## src/rtl/ifetch_pkg.sv

```systemverilog
// Shared definitions for the instruction fetch stage: FSM states,
// decoder jump codes and the default reset PC.
package ifetch_pkg;

    typedef enum logic [1:0] {
        S_IDLE   = 2'b00,
        S_FETCH  = 2'b01,
        S_SQUASH = 2'b10
    } fetch_state_e;

    // Jump code driven by the decoder; 2'b11 is treated like JMP_NONE.
    localparam logic [1:0] JMP_NONE = 2'b00;
    localparam logic [1:0] JMP_J    = 2'b01;
    localparam logic [1:0] JMP_JR   = 2'b10;

    localparam logic [31:0] RESET_PC_DEFAULT = 32'h0000_0000;

endpackage

```

## src/rtl/ifetch_pc_next.sv

```systemverilog
// Next-PC selection for the fetch stage. Detects a redirect from the
// instruction held in IF/ID and picks the redirect target, otherwise
// advances past an accepted fetch or holds the current PC.
module ifetch_pc_next
    import ifetch_pkg::*;
#(
    parameter int n = 32
) (
    input  logic [n-1:0]  pc,
    input  logic [n-29:0] pc_plus4_hi,
    input  logic [25:0]   instr_index,
    input  logic          valid,
    input  logic [1:0]    jump,
    input  logic          pcsrc,
    input  logic [n-1:0]  branch_target,
    input  logic [n-1:0]  jr_target,
    input  logic          accept,
    output logic          redirect,
    output logic [n-1:0]  pc_inc,
    output logic [n-1:0]  next_pc
);

    logic [n-1:0] jump_target;

    // A redirect is only meaningful while IF/ID holds a live instruction;
    // kept separate from next_pc so accept can depend on it without a loop.
    assign redirect = valid && ((jump == JMP_JR) || (jump == JMP_J) || pcsrc);

    // Sequential fetch address, wrapping naturally at 2^n.
    assign pc_inc = pc + n'(4);

    // Jumps take priority over a taken branch; jr beats j.
    always_comb begin
        jump_target = branch_target;
        case (jump)
            JMP_JR:   jump_target = jr_target;
            JMP_J:    jump_target = {pc_plus4_hi, instr_index, 2'b00};
            JMP_NONE: jump_target = branch_target;
            default:  jump_target = branch_target;
        endcase
    end

    // Redirect overrides everything, then a successful fetch advances.
    always_comb begin
        next_pc = pc;
        if (redirect) begin
            next_pc = jump_target;
        end else if (accept) begin
            next_pc = pc_inc;
        end
    end

endmodule

```

## src/rtl/ifetch.sv

```systemverilog
// Instruction fetch stage: issues requests to instruction memory, loads
// the IF/ID register on an acknowledged fetch, and squashes one cycle of
// fetch after any jump or taken branch.
module ifetch
    import ifetch_pkg::*;
#(
    parameter int          n        = 32,
    parameter logic [n-1:0] RESET_PC = n'(RESET_PC_DEFAULT)
) (
    input  logic          clk,
    input  logic          reset,
    output logic          imem_req,
    output logic [n-1:0]  imem_addr,
    input  logic          imem_ack,
    input  logic [31:0]   imem_rdata,
    input  logic          stall,
    input  logic          pcsrc,
    input  logic [n-1:0]  branch_target,
    input  logic [1:0]    jump,
    input  logic [n-1:0]  jr_target,
    output logic [31:0]   instr,
    output logic [n-1:0]  pc_plus4,
    output logic          valid,
    output logic [5:0]    op,
    output logic [5:0]    funct
);

    fetch_state_e state_q, state_d;
    logic [n-1:0] pc_q, pc_d;
    logic [31:0]  instr_q, instr_d;
    logic [n-1:0] pc_plus4_q, pc_plus4_d;
    logic         valid_q, valid_d;

    logic         redirect;
    logic         accept;
    logic [n-1:0] pc_inc;

    ifetch_pc_next #(.n(n)) u_pc_next (
        .pc            (pc_q),
        .pc_plus4_hi   (pc_plus4_q[n-1:28]),
        .instr_index   (instr_q[25:0]),
        .valid         (valid_q),
        .jump          (jump),
        .pcsrc         (pcsrc),
        .branch_target (branch_target),
        .jr_target     (jr_target),
        .accept        (accept),
        .redirect      (redirect),
        .pc_inc        (pc_inc),
        .next_pc       (pc_d)
    );

    // Next-state and request generation; a redirect always forces a squash cycle.
    always_comb begin
        state_d  = state_q;
        imem_req = 1'b0;
        case (state_q)
            S_IDLE:   state_d = S_FETCH;
            S_FETCH:  imem_req = !stall;
            S_SQUASH: state_d = S_FETCH;
            default:  state_d = S_IDLE;
        endcase
        if (redirect) begin
            state_d = S_SQUASH;
        end
    end

    // An ack arriving in the same cycle as a redirect belongs to the wrong path.
    assign accept = (state_q == S_FETCH) && imem_req && imem_ack && !redirect;

    // IF/ID register update: flush on redirect, load on accept, bubble when
    // fetch is free to proceed but memory has not answered, otherwise hold.
    always_comb begin
        instr_d    = instr_q;
        pc_plus4_d = pc_plus4_q;
        valid_d    = valid_q;
        if (redirect) begin
            instr_d = 32'h0;
            valid_d = 1'b0;
        end else if (accept) begin
            instr_d    = imem_rdata;
            pc_plus4_d = pc_inc;
            valid_d    = 1'b1;
        end else if ((state_q == S_FETCH) && !stall) begin
            valid_d = 1'b0;
        end
    end

    // State and pipeline registers; reset abandons any outstanding fetch.
    always_ff @(posedge clk or posedge reset) begin
        if (reset) begin
            state_q    <= S_IDLE;
            pc_q       <= RESET_PC;
            instr_q    <= 32'h0;
            pc_plus4_q <= '0;
            valid_q    <= 1'b0;
        end else begin
            state_q    <= state_d;
            pc_q       <= pc_d;
            instr_q    <= instr_d;
            pc_plus4_q <= pc_plus4_d;
            valid_q    <= valid_d;
        end
    end

    assign imem_addr = pc_q;
    assign instr     = instr_q;
    assign pc_plus4  = pc_plus4_q;
    assign valid     = valid_q;
    assign op        = instr_q[31:26];
    assign funct     = instr_q[5:0];

endmodule
```

## config.mk

```make
export PLATFORM = sky130hd
export DESIGN_NAME = ifetch
export DESIGN_NICKNAME = d
export VERILOG_FILES = /design/src/rtl/ifetch_pkg.sv /design/src/rtl/ifetch_pc_next.sv /design/src/rtl/ifetch.sv
export SDC_FILE = /design/constraint.sdc
export NUM_CORES = 1
export LEC_CHECK = 0
export CAP_MARGIN = 0
export CELL_PAD_IN_SITES_DETAIL_PLACEMENT = 0
export CELL_PAD_IN_SITES_GLOBAL_PLACEMENT = 1
export CORE_UTILIZATION = 34
export DETAILED_ROUTE_END_ITERATION = 8
export PLACE_DENSITY_LB_ADDON = 0.3
export SLEW_MARGIN = 20
export SYNTH_ARGS = -nofsm -noshare
export SYNTH_HDL_FRONTEND = slang
export SYNTH_SLANG_ARGS = --single-unit
export TNS_END_PERCENT = 100
```

## constraint.sdc

```tcl
create_clock -name clk -period 8.2 [get_ports clk]
set_clock_uncertainty 0.1 [all_clocks]
set_input_delay 1.64 -clock clk [delete_from_list [all_inputs] [get_ports clk]]
set_output_delay 1.64 -clock clk [all_outputs]
set_load 0.01 [all_outputs]
```

# Word-level counts from Yosys, hierarchy flattened
# Cells that the tools add are included.
[word_totals]
mem_count = 0
in_bits = 103
ramBits = 0
word_cells = 37
out_inout_bits = 110
romBits = 0
latch_bits = 0
regBits = 99
[classes]
mul = 0
n_eq_ne = 5
mux = 11
n_bitwise = 1
div = 0
reduce_logical = 14
order_cmp = 0
shift = 0
add_sub_neg = 1
[op_table]
columns = ["operator", "n"]
rows = [
  ["$mux W32", 4],
  ["$pmux W32 S2", 1],
  ["$add A32 B3 Y32 const B", 1],
  ["$logic_and A1 B1 Y1", 5],
  ["$eq A2 B1 Y1 const B", 2],
  ["$eq A2 B2 Y1 const B", 2],
  ["$mux W1", 4],
  ["$pmux W2 S2", 1],
  ["$reduce_bool A3 Y1", 1],
  ["$logic_not A1 Y1", 2],
  ["$logic_not A2 Y1", 1],
  ["$logic_or A1 B1 Y1", 2],
  ["$mux W2", 1],
  ["$ne A2 B2 Y1 const B", 1],
  ["$reduce_and A2 Y1", 1],
  ["$reduce_bool A2 Y1", 1],
  ["$reduce_or A2 Y1", 1],
  ["$not A1 Y1", 1],
]

# Depth between registers and ports, before layout
# Gate-level depths: netlist of run 1.
[depth]
word_depth = 8
depth_mapped = 10
mapped_depth_nobuf = 8

# Cells and area by module
# A second synthesis of run 1 with hierarchy kept.
[unflattened]
hier_cells = 534
hier_area_um2 = 5501.5
[modules_own_cells]
columns = ["module", "area_per_inst_um2", "instances", "cells_each", "seq_area_each_um2"]
rows = [
  ["ifetch", 3370.7, 1, 193, 2477.4],
  ["ifetch_pc_next", 2130.8, 1, 341, 0.0],
]

# Worst setup path after synthesis of run 1
# OpenSTA, ideal clock, no wires.
[synth_timing]
kind = "in2out"
start = "input stall"
end = "output imem_req"
arrival_time_ps = 1979
n_path_buf = 0
stages = 1
path_slack_ps = 4481
path_cell_list = "nor3b_1"
[synth_between]
elab_chain_len = 2
[synth_rtl]
columns = ["item", "line", "rtl"]
rows = [
  ["from (decl)", "ifetch.sv:16", "input logic stall,"],
  ["$logic_not A1 Y1", "ifetch.sv:59", "S_FETCH: imem_req = !stall;"],
  ["$mux W1", "ifetch.sv:57", "case (state_q)"],
  ["to (decl)", "ifetch.sv:12", "output logic imem_req,"],
]
# Every way passes these cells.

# Worst setup path in the final report of run 1
[layout_timing]
start = "input jump[0]"
end = "register pc_plus4_q[9], in the netlist pc_plus4[9]"
[layout_between]
elab_chain_len = 7
word_cells_on_any_way = 9
classes_between = "eq/ne (2); bitwise (1); reduce/logical (6)"
[layout_rtl]
columns = ["item", "line", "rtl"]
rows = [
  ["from (decl)", "ifetch.sv:19", "input logic [1:0] jump,"],
  ["$eq A2 B2 Y1 or $eq A2 B1 Y1 (tied branches)", "ifetch_pc_next.sv:27", "assign redirect = valid && ((jump == JMP_JR) || (jump == JMP_J) || pcsrc);"],
  ["$logic_or A1 B1 Y1 * (2 in series)", "ifetch_pc_next.sv:27", ""],
  ["$logic_and A1 B1 Y1 *", "ifetch_pc_next.sv:27", ""],
  ["$logic_not A1 Y1", "ifetch.sv:69", "assign accept = (state_q == S_FETCH) && imem_req && imem_ack && !redirect;"],
  ["$logic_and A1 B1 Y1", "ifetch.sv:69", ""],
  ["$reduce_and A2 Y1 (no source line) *", "n/a", ""],
  ["to (signal assigned)", "ifetch.sv:101", "pc_plus4_q <= pc_plus4_d;"],
  ["to (decl)", "ifetch.sv:31", "logic [n-1:0] pc_plus4_q, pc_plus4_d;"],
]
# Every way passes the cells marked *; elsewhere a longest branch is shown, timed or not.
# A chain may end at the register's enable or synchronous reset.

==> impl_metrics.py, run 1 <==
metrics = {
    "power_and_ir_drop": {
        "p_leak_nw": 2.931,
        "max-vdd-ir-drop_mv": 0.1472,
        "cellPowerDensity_nw_per_um2": 357.1,
    },
    "grt": {
        "grt_util_all_layers_pct": 21.55,
        "first_global_vias": 4906,
        "met2_usage_pct": 34.05,
        "overflow": 0,
        "grt_pass1_wl_mm": 26.92,
        "use_met3_pct": 5.676,
        "grt-busiest-layer": "met2",
        "grt_max_degree": 65,
        "antenna_found_initial": 0,
        "use_met1_pct": 28.50,
    },
    "worst_setup_path": {
        "crit_required_ns": 8.37,
        "critPathArrivalTime_ns": 5.68,
        "critPathSlowestCell": "ha_2",
        "crit_chain": "clkdlybuf4s50_1 > inv_1 > ha_2 > buf_16 > inv_2 > o21ai_4 > buf_4 > inv_2 > nor2_4 > buf_4 > nor2_1 > a21oi_1",
        "path_class": "in2reg",
        "end_kind": "flop",
        "cp_max_fo": 63,
        "critPathLaunchType": "primary input",
        "slowest_delay_ns": 0.72,
    },
    "timing": {
        "worst_pin_slew_ns": 0.9567,
        "rsz0062_at_grt": "false",
        "fin_crit_sh_pct": 67.22,
        "drv_slew": 0,
        "fin_tns_setup_ns": 0,
        "finalSetupViolCount": 0,
        "finalHoldViolations": 0,
        "period_needed_ns": 5.512,
        "fmaxAchievable_mhz": 181.4,
        "slew_headroom_pct": 35.99,
    },
    "routing": {
        "num_vias": 5144,
        "wl_per_cell_um": 17.40,
        "remaining_drc_errors": 0,
        "drt_iter0_drc": 350,
        "first_pass_iters": 6,
        "wl_mm": 17.36,
        "drtAntennaViolNets": 0,
        "via_per_inst": 5.154,
    },
    "placement": {
        "io_buffers": 212,
        "gp_congestion": 0.8673,
        "placed_area_sq_um": 7561,
        "hpwlAfterDp_mm": 12.78,
        "placedCellCount": 982,
    },
    "floorplanning": {
        "initial_core_util_pct": 35.19,
        "core-area_sq_um": 15370,
        "die_w_um": 128.1,
        "die_area_sq_um": 16420,
        "die_y_um": 128.1,
        "rows": 45,
        "io_pins": 213,
    },
    "layout": {
        "final_util_pct": 51.30,
        "final_nets": 889,
        "stdcell_count": 998,
        "syn2layout_area_growth_pct": 45.78,
        "drive_gt1_share_pct": 5.210,
        "nFillCells": 1440,
        "antenna_cells": 0,
        "final_area_sq_um": 7885,
    },
    "logic_synthesis": {
        "syn-num-nets": 723,
        "synth.most_common_cell": "dfrtp_1",
        "ys_types": 40,
        "synth-seq-cells": 99,
        "synth-main-ff-cell": "dfrtp_1",
        "netlist.area_leader.share_pct": 45.80,
        "synth.avg_cell_area_sq_um": 8.767,
        "synth_commonest_cells": "dfrtp_1 (99), a21oi_1 (91), nand2_1 (84), nor2_1 (74), xor2_1 (39)",
        "yosysWarnings": 0,
        "synth_enable_flop_cells": 0,
        "syn_area_sq_um": 5409,
        "yosysTopAreaCell": "dfrtp_1",
        "synthTopCellsByArea": "dfrtp_1 (46%), a21oi_1 (8.4%), xor2_1 (6.3%)",
        "yosysSeqAreaShare_pct": 45.80,
        "syn_inst": 617,
        "synth-async-reset-ratio_pct": 100.0,
    },
    "cts": {
        "postCtsSetupBuffers": 0,
        "cts.sinks": 99,
        "cts_root_buffer": "clkbuf_16",
        "clockBufferDepth": 2,
        "cts_hold_buf": 0,
        "numCtsBuffers": 9,
        "clock_latency_ns": 0.35,
        "cts-htree-levels": 3,
        "cts_tree": "built",
        "clk_pin_slew_ns": 0.07,
        "ctsResizeCount": 0,
    },
    "min_path": {
        "hp-class": "reg2reg",
    },
    "outcome": {
        "outcome": "finished clean",
    },
    "run": {
        "max-cap-violations": 0,
    },
}
## sequential cells by signal, indices dropped and copies added, names as in the netlist
signal,count
valid,1
instr,32
state_q,2
pc_plus4,32
imem_addr,32
## report_power, final
| group | switching, mW | internal, mW | leakage [nW] |
|---|---|---|---|
| Sequential | 0.305 | 0.727 | 1.18 |
| Combinational | 0.621 | 0.736 | 1.61 |
| Clock | 0.184 | 0.243 | 0.142 |
| Total | 1.11 | 1.71 | 2.93 |
## stage by stage
stage	worst slack, ns	total power, mW	hold slack (ns)
floorplan	3.870	1.676	0.3480
global placement	2.319	2.373	0.3984
detailed placement	2.178	2.396	0.3990
CTS	2.537	2.839	0.4135
global route	2.311	3.006	0.4403
finish	2.688	2.815	0.4126
## cell usage in the layout, fill, tap and decap left out, types with 2 or more instances in the layout
cell             instances
clkdlybuf4s50_1        212
dfrtp_1                 99
a21oi_1                 91
nand2_1                 84
nor2_1                  74
xor2_1                  39
a22oi_1                 30
a211oi_1                30
nand3_1                 24
nand4_1                 17
xnor2_1                 17
clkbuf_16                9
inv_1                    5
buf_4                    5
nor3_1                   4
nor4_1                   3
and4_1                   3
mux2_2                   3
inv_2                    2
nor3_2                   2
nor4_4                   2
and3_1                   2
a221oi_1                 2
a31oi_1                  2
ha_2                     2
## worst paths after layout
kind	endpoint	cells after the start	slack [ns]	start
max	pc_plus4[9]$_DFFE_PP0P_	12	2.69	jump[0]
min	pc_plus4[1]$_DFFE_PP0P_	1	0.41	pc_plus4[1]$_DFFE_PP0P_
max reg2reg	pc_plus4[9]$_DFFE_PP0P_	7	5.17	valid$_DFFE_PP0P_
min reg2reg	pc_plus4[1]$_DFFE_PP0P_	1	0.41	pc_plus4[1]$_DFFE_PP0P_
max in group asynchronous	imem_addr[8]$_DFFE_PP0P_	3	5.24	reset
min in group asynchronous	instr[8]$_DFFE_PP0P_	2	1.58	reset
## cell type report
cell class | instances | area [sq um] | share of cell area, %
Multi-Input combinational cell | 447 | 2630 | 33.35
Sequential cell | 99 | 2477 | 31.42
Timing Repair Buffer | 218 | 2187 | 27.74
Tap cell | 211 | 264.0 | 3.348
Clock buffer | 11 | 242.7 | 3.078
Clock inverter | 4 | 51.30 | 0.6506
Inverter | 8 | 32.53 | 0.4126
## cells by family (layout without fill, tap and decap cells)
kind of cell / count (synthesis) / after routing / share of synthesized area [%]
AND/OR/NAND/NOR: 228 / 228 / 19.99
AO/OA/AOI/OAI: 157 / 157 / 17.56
flip-flops: 99 / 99 / 45.80
buffers and inverters: 71 / 241 / 6.269
XOR/XNOR: 56 / 56 / 9.068
adder cells (fa/ha/maj): 3 / 3 / 0.6940
multiplexers: 3 / 3 / 0.6245
## critical path, delay by kind of cell
| family | cells | cell delay [ns] |
|---|---|---|
| buffers and inverters | 7 | 2.26 |
| and+or+nand+nor | 2 | 0.76 |
| adders and majority gates | 1 | 0.72 |
| AOI/OAI and AO/OA | 2 | 0.26 |
## per-layer routing
layer	vias up	wire length, um
met2	217	8183
met4	0	321
li1	2476	-
met5	-	0
met3	27	1314
met1	2424	7546
(Power assumes the default switching activity.)
==> run 2, diff against run 1 <==
CORE_UTILIZATION = 29   (was 34)
clock period = 4.5 ns   (was 8.2 ns; I/O delays follow)
==> impl_metrics.py, run 2 (synthesized netlist as in run 1, its figures left out) <==
metrics = {
    "routing": {
        "wl_mm": 18.29,
        "drt_iter0_drc": 428,
        "num_vias": 5071,
        "via_per_inst": 4.981,
        "remaining_drc_errors": 14,
        "drtAntennaViolNets": 0,
        "first_pass_iters": 9,
        "wl_per_cell_um": 17.96,
    },
    "cts": {
        "cts.sinks": 99,
        "cts-htree-levels": 3,
        "cts_root_buffer": "clkbuf_16",
        "cts_hold_buf": 0,
        "ctsResizeCount": 0,
        "clock_latency_ns": 0.34,
        "cts_tree": "built",
        "numCtsBuffers": 9,
        "postCtsSetupBuffers": 0,
        "clk_pin_slew_ns": 0.07,
        "clockBufferDepth": 2,
    },
    "timing": {
        "slew_headroom_pct": 31.29,
        "fin_crit_sh_pct": 71.33,
        "whs_ns": 0.4122,
        "layout_setup_ws_ns": 1.290,
        "period_needed_ns": 3.210,
        "finalHoldViolations": 0,
        "drv_slew": 0,
        "worst_pin_slew_ns": 1.027,
        "finalSetupViolCount": 0,
        "fmaxAchievable_mhz": 311.5,
        "fin_tns_setup_ns": 0,
        "rsz0062_at_grt": "false",
    },
    "worst_setup_path": {
        "critPathLaunchType": "primary input",
        "end_kind": "output port",
        "critPathArrivalTime_ns": 2.21,
        "r2r.worst_path.cells": 6,
        "crit_required_ns": 3.50,
        "critical-path-top-delay-family": "buffers and inverters",
        "critPathMostFrequentCell": "clkdlybuf4s50_1",
        "critPathSlowestCell": "clkdlybuf4s50_1",
        "crit_chain": "clkdlybuf4s50_1 > nor3b_1 > clkdlybuf4s50_1",
        "crit_buf_inv": 2,
        "path_class": "in2out",
        "r2r-end": "imem_addr[20]$_DFFE_PP0P_",
        "reg2reg_from": "imem_addr[2]$_DFFE_PP0P_",
        "r2r_setup_slack_ns": 1.75,
        "cp_max_fo": 3,
        "slowest_delay_ns": 0.58,
    },
    "grt": {
        "grt_max_degree": 82,
        "grt_util_all_layers_pct": 19.34,
        "overflow": 0,
        "grt_pass1_wl_mm": 28.70,
        "first_global_vias": 5009,
        "antenna_found_initial": 0,
    },
    "floorplanning": {
        "core-area_sq_um": 18150,
        "die_w_um": 138.6,
        "io_pins": 213,
        "initial_core_util_pct": 29.81,
        "die_y_um": 138.6,
        "rows": 49,
        "die_area_sq_um": 19200,
    },
    "min_path": {
        "hp-start": "pc_plus4[1]$_DFFE_PP0P_",
        "hold_depth": 1,
        "worstHoldEndpoint": "pc_plus4[1]$_DFFE_PP0P_",
        "hp-class": "reg2reg",
    },
    "power_and_ir_drop": {
        "comb_power_share_pct": 47.9,
        "cellPowerDensity_nw_per_um2": 655.8,
        "power.total_mw": 5.207,
        "intPower_mw": 3.155,
        "p_leak_nw": 2.947,
        "clkPwrFrac_pct": 16.1,
        "p_switching_mw": 2.051,
        "seq_power_share_pct": 36.0,
        "max-vdd-ir-drop_mv": 0.2929,
        "swShare_pct": 39.40,
    },
    "placement": {
        "io_buffers": 212,
        "gp_congestion": 0.8040,
        "hpwlAfterDp_mm": 13.45,
        "dp_slack_ns": 1.143,
    },
    "outcome": {
        "outcome": "finished, violations left",
        "violations": "DRC",
    },
    "run": {
        "max-cap-violations": 0,
    },
    "layout": {
        "layout_commonest_cell": "clkdlybuf4s50_1",
        "syn2layout_area_growth_pct": 46.77,
        "drive_gt1_share_pct": 5.577,
        "nFillCells": 1816,
        "final_nets": 891,
        "final_cell_mix": "clkdlybuf4s50_1 (212), dfrtp_1 (99), a21oi_1 (91), nand2_1 (84), nor2_1 (74)",
        "final_util_pct": 43.75,
        "antenna_cells": 0,
    },
}
-- run 2: worst max path at each step --
stage          slack (ns)                        to  depth (start not counted)     from
2_1_floorplan        0.91  imem_addr[0]$_DFFE_PP0P_                          1    reset
3_3_place_gp         1.19   pc_plus4[3]$_DFFE_PP0P_                          9  jump[0]
3_5_place_dp         1.14   pc_plus4[3]$_DFFE_PP0P_                          9  jump[0]
4_1_cts              1.28                  imem_req                          3    stall
5_1_grt              1.22                  imem_req                          3    stall
6_report             1.29                  imem_req                          3    stall
-- run 2: routing by layer --
metal | routed length [um] | GRT usage, % | vias to the layer above | share of wire (%)
li1 | - | - | 2478 | -
met1 | 8274 | 26.28 | 2409 | 45
met2 | 8550 | 30.70 | 168 | 47
met3 | 1217 | 4.385 | 16 | 6.7
met4 | 244 | 5.736 | 0 | 1.3
met5 | 0 | 0 | - | 0
-- run 2: power by group through the flow --
stage / combinational, mW / clock [mW] / sequential (mW)
after global placement: 2.49 / 0 / 1.88
final: 2.50 / 0.837 / 1.87
after global routing: 2.72 / 0.893 / 1.96
after CTS: 2.53 / 0.862 / 1.88
after floorplan: 1.18 / 0 / 1.88
after detailed placement: 2.51 / 0 / 1.89
-- run 2: stage by stage --
stage,cell area (sq um),cells
4_1_cts,7936,1018
5_1_grt,7939,1018
2_1_floorplan,5409,617
3_5_place_dp,7621,1003
6_report,7939,1018
3_3_place_gp,7619,1003
-- run 2: area by class of cell --
type	count	area, sq um	area share, %
well taps	229	286.5	3.609
repair buffers	220	2195	27.64
flip-flops and latches	99	2477	31.21
multi-input cells	447	2630	33.13
clock buffers	9	225.2	2.837
inverters	8	35.03	0.4413
clock inverters	6	90.09	1.135
==> run 3, diff against run 2 <==
clock period = 2.7 ns   (was 4.5 ns; I/O delays follow)
==> impl_metrics.py, run 3 (synthesized netlist as in run 1, its figures left out) <==
metrics = {
    "cts": {
        "clk_pin_slew_ns": 0.07,
        "cts_tree": "built",
        "postCtsSetupBuffers": 0,
        "numCtsBuffers": 9,
        "clock_latency_ns": 0.35,
        "cts_root_buffer": "clkbuf_16",
        "cts.sinks": 99,
        "ctsResizeCount": 0,
        "clockBufferDepth": 2,
        "cts-htree-levels": 3,
        "cts_hold_buf": 0,
    },
    "layout": {
        "syn2layout_area_growth_pct": 49.87,
        "multiInputGateArea_sq_um": 2628,
        "final_area_sq_um": 8107,
        "nFillCells": 1781,
        "antenna_cells": 0,
        "drive_gt1_share_pct": 7.329,
        "layout_commonest_cell": "clkdlybuf4s50_1",
        "final_cell_mix": "clkdlybuf4s50_1 (212), dfrtp_1 (99), a21oi_1 (91), nand2_1 (84), nor2_1 (74)",
        "seq_area_sq_um": 2477,
        "final_nets": 906,
    },
    "timing": {
        "rsz0062_at_grt": "false",
        "finalHoldViolations": 0,
        "drv_slew": 0,
        "worst_pin_slew_ns": 0.6996,
        "finalSetupViolCount": 0,
        "fmaxAchievable_mhz": 388.8,
        "fin_crit_sh_pct": 95.27,
        "period_needed_ns": 2.572,
        "slew_headroom_pct": 53.26,
    },
    "floorplanning": {
        "die_y_um": 138.6,
        "die_area_sq_um": 19200,
        "rows": 49,
        "initial_core_util_pct": 29.81,
        "io_pins": 213,
        "core-area_sq_um": 18150,
        "die_w_um": 138.6,
    },
    "placement": {
        "placed_area_sq_um": 7757,
        "gp_congestion": 0.8166,
        "hpwlAfterDp_mm": 13.85,
        "io_buffers": 212,
    },
    "worst_setup_path": {
        "critPathArrivalTime_ns": 1.93,
        "critPathLaunchType": "primary input",
        "path_class": "in2out",
        "cp_max_fo": 3,
        "crit_required_ns": 2.06,
        "end_kind": "output port",
    },
    "grt": {
        "grt_max_degree": 64,
        "overflow": 0,
        "antenna_found_initial": 0,
        "grt_util_all_layers_pct": 19.33,
        "first_global_vias": 5100,
        "grt_pass1_wl_mm": 28.92,
    },
    "power_and_ir_drop": {
        "clkPwrFrac_pct": 17.0,
        "seq_power_share_pct": 34.9,
        "comb_power_share_pct": 48.1,
        "p_switching_mw": 3.480,
        "max-vdd-ir-drop_mv": 0.4380,
        "cellPowerDensity_nw_per_um2": 1097,
        "swShare_pct": 39.13,
        "intPower_mw": 5.413,
        "power.total_mw": 8.893,
        "p_leak_nw": 3.050,
    },
    "routing": {
        "remaining_drc_errors": 19,
        "num_vias": 5125,
        "drtAntennaViolNets": 0,
        "wl_per_cell_um": 17.80,
        "wl_mm": 18.40,
        "drt_iter0_drc": 332,
        "via_per_inst": 4.956,
        "first_pass_iters": 7,
    },
    "min_path": {
        "hp-class": "reg2reg",
    },
    "outcome": {
        "violations": "DRC",
        "outcome": "finished, violations left",
    },
    "run": {
        "max-cap-violations": 0,
    },
}
run 3: per-stage QoR:
stage | setup WS, ns | TNS [ns] | cells | utilization [%] | hold slack [ns]
after global placement | -0.05016 | -0.05094 | 1018 | 42.75 | 0.3952
after floorplan | 0.4207 | 0 | 617 | - | 0.3480
after global routing | 0.09603 | 0 | 1034 | 44.67 | 0.4525
after detailed placement | -0.05410 | -0.1446 | 1018 | 42.75 | 0.4037
after CTS | 0.1222 | 0 | 1034 | 44.67 | 0.4202
final | 0.1278 | 0 | 1034 | 44.67 | 0.4208
run 3: worst paths after layout:
path / startpoint / slack [ns] / to / cells after the start
setup reg to reg: imem_addr[2]$_DFFE_PP0P_ / 0.40 / imem_addr[28]$_DFFE_PP0P_ / 7
hold reg to reg: pc_plus4[1]$_DFFE_PP0P_ / 0.42 / pc_plus4[1]$_DFFE_PP0P_ / 1
max in group asynchronous: reset / 1.33 / imem_addr[18]$_DFFE_PP0P_ / 3
hold / removal: pc_plus4[1]$_DFFE_PP0P_ / 0.42 / pc_plus4[1]$_DFFE_PP0P_ / 1
setup / recovery: stall / 0.13 / imem_req / 3
min in group asynchronous: reset / 0.53 / imem_addr[2]$_DFFE_PP0P_ / 2
run 3: worst max-delay path, cell delays in order:
cell and delay [ns]:
clkdlybuf4s50_1 0.48, nor3b_1 0.31, clkdlybuf4s50_1 0.60
run 3: routing by layer:
layer	track usage [%]	vias to the layer above	wire, um
met5	0	-	0
met4	5.145	0	163
met3	4.489	12	1196
met2	31.23	173	8687
met1	25.97	2436	8356
li1	-	2504	-
run 3: power groups by stage:
stage / Sequential (mW) / Clock (mW) / Combinational [mW]
after global routing: 3.23 / 1.60 / 4.65
final: 3.10 / 1.51 / 4.28
after CTS: 3.11 / 1.55 / 4.32
after floorplan: 3.13 / 0 / 1.96
after detailed placement: 3.13 / 0 / 4.29
after global placement: 3.11 / 0 / 4.26
run 3: cell type report:
cell class	count	area share [%]
multi-input combinational	447	32.41
sequential	99	30.56
timing repair buffer	235	28.77
tap	229	3.535
clock buffer	9	2.778
clock inverter	7	1.528
inverter	8	0.4167
